==> src/rtl/uart_packet_bridge.sv <==
// Byte-stream <-> word bridge: gathers IN_BYTES rx bytes into a request, serialises an OUT_BYTES response to the UART.
// Define UART_PKT_CHECKSUM_EN to append/verify a trailing XOR checksum byte on both directions.
module uart_packet_bridge #(
  parameter int IN_BYTES       = 6,
  parameter int OUT_BYTES      = 8,
  parameter int TIMEOUT_CYCLES = 125000
) (
  input  logic                   clk,
  input  logic                   rst_n,
  input  logic                   rx_valid,
  input  logic [7:0]             rx_byte,
  input  logic                   rx_error,
  input  logic                   tx_busy,
  output logic                   tx_start,
  output logic [7:0]             tx_byte,
  output logic                   req_valid,
  output logic [IN_BYTES*8-1:0]  req_data,
  input  logic                   req_ready,
  input  logic                   rsp_valid,
  input  logic [OUT_BYTES*8-1:0] rsp_data,
  output logic                   rsp_ready,
  output logic                   frame_err,
  output logic                   busy
);

`ifdef UART_PKT_CHECKSUM_EN
  localparam int RX_LEN = IN_BYTES + 1;
  localparam int TX_LEN = OUT_BYTES + 1;
`else
  localparam int RX_LEN = IN_BYTES;
  localparam int TX_LEN = OUT_BYTES;
`endif
  localparam int MAX_LEN = (RX_LEN > TX_LEN) ? RX_LEN : TX_LEN;
  localparam int CW      = $clog2(MAX_LEN + 2);
  localparam int TW      = $clog2(TIMEOUT_CYCLES + 1);
  localparam int IW      = IN_BYTES * 8;
  localparam int OW      = OUT_BYTES * 8;
  localparam int SW      = TX_LEN * 8;

  localparam logic [2:0] S_RECV     = 3'd0;
  localparam logic [2:0] S_REQ      = 3'd1;
  localparam logic [2:0] S_RSP      = 3'd2;
  localparam logic [2:0] S_TX_LOAD  = 3'd3;
  localparam logic [2:0] S_TX_START = 3'd4;
  localparam logic [2:0] S_TX_WAIT  = 3'd5;

  logic [2:0]    state_q, state_d;
  logic [CW-1:0] rx_cnt_q, rx_cnt_d;
  logic [TW-1:0] to_q, to_d;
  logic [IW-1:0] req_q, req_d;
  logic [SW-1:0] sh_q, sh_d;
  logic [CW-1:0] sent_q, sent_d;
  logic          ferr_q, ferr_d;

`ifdef UART_PKT_CHECKSUM_EN
  logic [7:0]    rx_xor_q, rx_xor_d;

  function automatic logic [7:0] xor_bytes(input logic [OW-1:0] w);
    logic [7:0] x;
    x = '0;
    for (int i = 0; i < OUT_BYTES; i++) x = x ^ w[i*8 +: 8];
    return x;
  endfunction
`endif

  always_comb begin
    state_d  = state_q;
    rx_cnt_d = rx_cnt_q;
    to_d     = to_q;
    req_d    = req_q;
    sh_d     = sh_q;
    sent_d   = sent_q;
    ferr_d   = 1'b0;
`ifdef UART_PKT_CHECKSUM_EN
    rx_xor_d = rx_xor_q;
`endif
    case (state_q)
      S_RECV: begin
        // An error strobe beats a coincident byte: the whole partial frame is dropped.
        if (rx_error) begin
          rx_cnt_d = '0;
          to_d     = '0;
          ferr_d   = 1'b1;
        end else if (rx_valid) begin
          to_d     = '0;
          rx_cnt_d = rx_cnt_q + CW'(1);
`ifdef UART_PKT_CHECKSUM_EN
          if (rx_cnt_q == CW'(IN_BYTES)) begin
            rx_cnt_d = '0;
            if (rx_byte == rx_xor_q) state_d = S_REQ;
            else                     ferr_d  = 1'b1;
          end else begin
            req_d    = (req_q << 8) | IW'(rx_byte);
            rx_xor_d = (rx_cnt_q == '0) ? rx_byte : (rx_xor_q ^ rx_byte);
          end
`else
          req_d = (req_q << 8) | IW'(rx_byte);
          if (rx_cnt_q == CW'(RX_LEN - 1)) begin
            rx_cnt_d = '0;
            state_d  = S_REQ;
          end
`endif
        end else if (rx_cnt_q != '0) begin
          if (to_q == TW'(TIMEOUT_CYCLES - 1)) begin
            rx_cnt_d = '0;
            to_d     = '0;
            ferr_d   = 1'b1;
          end else begin
            to_d = to_q + TW'(1);
          end
        end
      end
      S_REQ: begin
        if (req_ready) state_d = S_RSP;
      end
      S_RSP: begin
        if (rsp_valid) begin
`ifdef UART_PKT_CHECKSUM_EN
          sh_d = {rsp_data, xor_bytes(rsp_data)};
`else
          sh_d = rsp_data;
`endif
          sent_d  = '0;
          state_d = S_TX_LOAD;
        end
      end
      S_TX_LOAD: begin
        if (!tx_busy) state_d = S_TX_START;
      end
      S_TX_START: begin
        if (tx_busy) state_d = S_TX_WAIT;
      end
      S_TX_WAIT: begin
        if (!tx_busy) begin
          sh_d   = sh_q << 8;
          sent_d = sent_q + CW'(1);
          state_d = (sent_q == CW'(TX_LEN - 1)) ? S_RECV : S_TX_LOAD;
        end
      end
      default: state_d = S_RECV;
    endcase
  end

  always_ff @(posedge clk or negedge rst_n) begin
    if (!rst_n) begin
      state_q  <= S_RECV;
      rx_cnt_q <= '0;
      to_q     <= '0;
      req_q    <= '0;
      sh_q     <= '0;
      sent_q   <= '0;
      ferr_q   <= 1'b0;
`ifdef UART_PKT_CHECKSUM_EN
      rx_xor_q <= '0;
`endif
    end else begin
      state_q  <= state_d;
      rx_cnt_q <= rx_cnt_d;
      to_q     <= to_d;
      req_q    <= req_d;
      sh_q     <= sh_d;
      sent_q   <= sent_d;
      ferr_q   <= ferr_d;
`ifdef UART_PKT_CHECKSUM_EN
      rx_xor_q <= rx_xor_d;
`endif
    end
  end

  // tx_start is decoded from state so it falls the instant reset is applied.
  assign tx_start  = (state_q == S_TX_LOAD) && !tx_busy;
  assign tx_byte   = sh_q[SW-1 -: 8];
  assign req_valid = (state_q == S_REQ);
  assign req_data  = req_q;
  assign rsp_ready = (state_q == S_RSP);
  assign frame_err = ferr_q;
  assign busy      = (state_q != S_RECV);

endmodule

==> config.mk <==
export PLATFORM = sky130hd
export DESIGN_NAME = uart_packet_bridge
export DESIGN_NICKNAME = d
export VERILOG_FILES = /design/src/rtl/uart_packet_bridge.sv
export SDC_FILE = /design/constraint.sdc
export NUM_CORES = 1
export LEC_CHECK = 0
export CORE_MARGIN = 3
export CORE_UTILIZATION = 55
export CTS_CLUSTER_SIZE = 20
export DETAILED_ROUTE_END_ITERATION = 8
export GPL_ROUTABILITY_DRIVEN = 1
export MAX_ROUTING_LAYER = met4
export PLACE_DENSITY = 0.82
export SLEW_MARGIN = 20
export SYNTH_ARGS = -nofsm -noshare
export SYNTH_HDL_FRONTEND = slang
export SYNTH_SLANG_ARGS = --single-unit
==> constraint.sdc <==
create_clock -name clk -period 6.25 [get_ports clk]
set_input_delay 1.5625 -clock clk [delete_from_list [all_inputs] [get_ports clk]]
set_output_delay 1.5625 -clock clk [all_outputs]
set_load 0.03 [all_outputs]
# Word-level counts from Yosys, hierarchy flattened
# Cells that the tools add are included.
[classes]
n_addsub = 3
n_eq_ne = 16
muxes = 30
bitwise_logic = 2
n_reduce_logical = 13
[ops]
columns = ["cell", "count"]
rows = [
  ["$mux 64", 2],
  ["$pmux 64 s2", 1],
  ["$mux 17", 4],
  ["$or 48x8->48", 1],
  ["$mux 4", 7],
  ["$mux 3", 8],
  ["$pmux 3 s6", 1],
  ["$add 17x1->17 const B", 1],
  ["$eq 17x17->1 const B", 1],
  ["$ne 2x2->1 const B", 7],
  ["$reduce_and 3->1", 3],
  ["$reduce_bool 3->1", 3],
  ["$add 4x1->4 const B", 2],
  ["$eq 4x3->1 const B", 2],
  ["$pmux 4 s2", 1],
  ["$reduce_and 8->1", 1],
  ["$eq 3x2->1 const B", 2],
  ["$eq 3x3->1 const B", 2],
  ["$mux 1", 5],
  ["$reduce_bool 4->1", 1],
  ["$eq 3x1->1 const B", 1],
  ["$logic_not 3->1", 1],
  ["$mux 2", 1],
  ["$ne 2x1->1 const B", 1],
  ["other kinds (5)", 5],
]
[word_totals]
register_bits = 141
input_bits = 79
output_inout_bits = 61
word_cells = 71

# Depth between registers and ports, before layout
[depth]
depth_word = 6
ltp_mapped = 8
mapped_depth_nobuf = 6

# Least setup slack after synthesis
# No wires, ideal clock.
[synth_path]
kind = "input to output"
start = "input tx_busy"
end = "output tx_start"
arrival_ps = 2336
required_ps = 4688
setup_slack_ps = 2352
path_stages = 1
n_path_buf = 0
cell_sequence = "nor3b_1"
[synth_between]
elab_chain_cells = 2
[synth_lines]
columns = ["element", "line", "text"]
rows = [
  ["start, declared", "13", "input logic tx_busy,"],
  ["$logic_not 1->1", "171", "assign tx_start = (state_q == S_TX_LOAD) && !tx_busy;"],
  ["$logic_and 1x1->1", "171", ""],
  ["end, declared", "14", "output logic tx_start,"],
]
# Every way passes these cells.

# Worst setup path after layout
# Ends and elaborated chain as after synthesis.

==> results.md <==
* Status: finished clean
* Max clock buf depth at 2
* Area share of and/or/nand/nor cells after synthesis at 11.96%
* Detailed Place HPWL at 9.828 mm
* Hold Buf Count CTS at 0
* Critical path type: input pin to primary output
* Dominant cells by area after synthesis: dfrtp_1, mux2i_1, mux2_2, o21ai_0, nand2_1
* Vias/cell at 5.681
* GRT Overall Usage at 24.07%
* Dominant synthesized flop cell: dfrtp_1
* CTS Sinks at 141
* Setup Fix Bufs, Post-CTS at 0
* Power Density at 486.1 mW/mm^2
* CP Capture Type: primary output
* Yosys top cell area share at 54.65%
* Die H at 114.3 um
* Setup Viol. Count Final at 0
* Post-synthesis xor/xnor area fraction at 0.1357%
* Final routed DRC violation total at 0
* Setup_tns at 0 ps
* Maximum vdd ir drop at 0.3787 mV
* Max Cap Viol at 0
* Filler Cell Count at 747
* Uppermost routed layer: met4
* Worst path required time at 4690 ps
* Pins over their slew limit at 0
* Initial Utilization at 57.78%
* Die area at 0.01307 sq mm
* Seq/Total Area, Yosys at 54.65%
* Global-route wire length before repair at 23.97 mm
* Share of layout cells above drive strength 1 at 15.29%
* Routed Antenna Nets at 0
* Complex-gate fraction of the synthesized area at 11.09%
* Post-synth ARST share at 100.0%
* H-tree Lvls at 4
* Final WL at 14.45 mm
* Post-Syn Nets at 650
* Worst-path maximum fanout at 5
* Area of the multi-input gates at 0.002703 sq mm
* RD Place Congestion at 0.8128
* Slew margin rel. at 26.99%
* Synth Area in Adders at 0.9690%
* Synth Register Bits at 141
* Count leader, synth: dfrtp_1
* Yosys warns at 0
* GR Overflow Total at 0
* I/O Buffers at 139
* M1 WL at 6.085 mm
* Synth top cells by count: dfrtp_1, nand2_1, o21ai_0
* Post-synth EDFFs at 0
* Synth Instances at 566
* Via Count at 4772
* Vias in the first global route at 4987
* Num CTS Buffers at 17
* Initial DRC Count at 312
* Num ports at 140
* Hold_ws at 478.8 ps
* Largest net degree at the start of global routing at 72
* Rows at 38
* Core Region at 0.01117 sq mm
* WL met3 at 903 um
* Yosys top cell by area: dfrtp_1
* Clk_lat worst skew at 430 ps
* Final core occ at 76.22%
* Setup crit start kind: input pin
* Final Hold Viols at 0
* TritonRoute pass-1 iters at 6
* Clock transition at path regs at 60 ps
* Syn Area/Cell at 11.41 sq um
* Worst hold path type: register to register
* Drt wl/cell at 17.20 um
* Met2 WL at 7.243 mm
* Pwr Total at 0.004140 W
* Nets at 771
* Unrepaired setup endpoints after global routing: false
* Post-Place Setup Slack at 1653 ps
* Area Growth Syn to Fin at 31.90%
* Initial antenna violation count at 0
* TritonCTS clock tree: yes
* Worst Max-Slew Pin Slew at 1090 ps
* Largest family of logic cells by synthesized area: multiplexers
* Clock Skew at 11.02 ps
* Root Buffer: clkbuf_16
* Cell Area, Synth at 0.006456 sq mm
* Static Leak at 4.039 nW
* Minimum clock period at 4589 ps
* Post-CTS Resized at 0
* Register area at 0.003528 sq mm
* DIE WIDTH at 114.3 um
* Post-synthesis mux area share at 17.38%
* Final WS setup at 1661 ps
* FMAX at 217.9 MHz
* Ant. Diodes at 0
* Crit path DAT at 3030 ps
* Count of cell types in the netlist at 56
* Period utilization at 73.43%
==> cell families (layout without fill, tap and decap cells) <==
kind of cell,count (synthesis),after routing
buf+inv,48,182
xor+xnor,1,1
flops,141,141
fa+ha+maj,5,5
simple gates,148,148
compound gates,117,117
mux,106,106
==> sequential cells by signal (all words and copies together), names as in the netlist <==
name	flops
to_q	17
state_q	3
sent_q	4
frame_err	1
req_data	48
rx_cnt_q	4
sh_q	64
==> worst max-delay path, stage by stage <==
cell and delay, ps:
clkdlybuf4s50_1 470, nor3b_1 260, clkdlybuf4s50_1 730
==> power breakdown <==
part / total [W] / internal [W] / switching, W
combinational: 0.00150 / 0.000682 / 0.000818
sequential: 0.00153 / 0.00127 / 0.000252
clock: 0.00111 / 0.000723 / 0.000391
total: 0.00414 / 0.00268 / 0.00146
==> area by class of cell <==
cell class	count	area share, %
multi-input cells	377	31.74
clock inverters	12	2.468
well taps	140	2.057
clock buffers	20	5.245
flip-flops and latches	141	41.43
inverters	6	0.2645
repair buffers	144	16.79
==> layout by cell type (no fill, tap or decap), types with 5 or more instances in the layout <==
cell	Yosys	layout
nand2b_1	5	5
clkdlybuf4s50_1	0	138
nand3_1	18	18
a22o_1	9	9
or4_1	7	7
dfrtp_1	141	141
o211ai_1	6	6
mux2i_1	57	57
nor2_1	11	10
inv_1	5	5
bufinv_16	0	5
buf_4	10	5
mux2_2	49	49
clkbuf_16	0	17
ha_1	5	5
or3_1	5	5
o21ai_0	67	67
nand2_1	71	70
a21oi_1	12	12
o31ai_1	5	5
clkinv_4	0	5
==> path summary, 6_finish.rpt <==
kind / startpoint / endpoint / slack [ps] / cells after the start
worst max-delay path: tx_busy / tx_start / 1660 / 3
worst min-delay path: sh_q[62] / sh_q[62] / 480 / 2
worst max register to register: rx_cnt_q[0] / to_q[12] / 3610 / 6
worst min register to register: sh_q[62] / sh_q[62] / 480 / 2
max in group asynchronous: rst_n / req_data[39] / 3800 / 2
min in group asynchronous: rst_n / sh_q[57] / 1130 / 1
==> routing by layer <==
layer  GRT usage [%]  vias to the layer above
met5               -                        -
met1           29.05                     2314
met4           7.759                        0
li1                -                     2280
met2           39.07                      159
met3           7.188                       19
==> metrics by stage <==
| stage | instance area (sq um) | std cells |
|---|---|---|
| floorplan | 6456 | 566 |
| global placement | 7854 | 808 |
| detailed placement | 7854 | 808 |
| CTS | 8511 | 840 |
| global route | 8516 | 840 |
| finish | 8516 | 840 |
No activity file was read; power rests on OpenSTA's default activity.
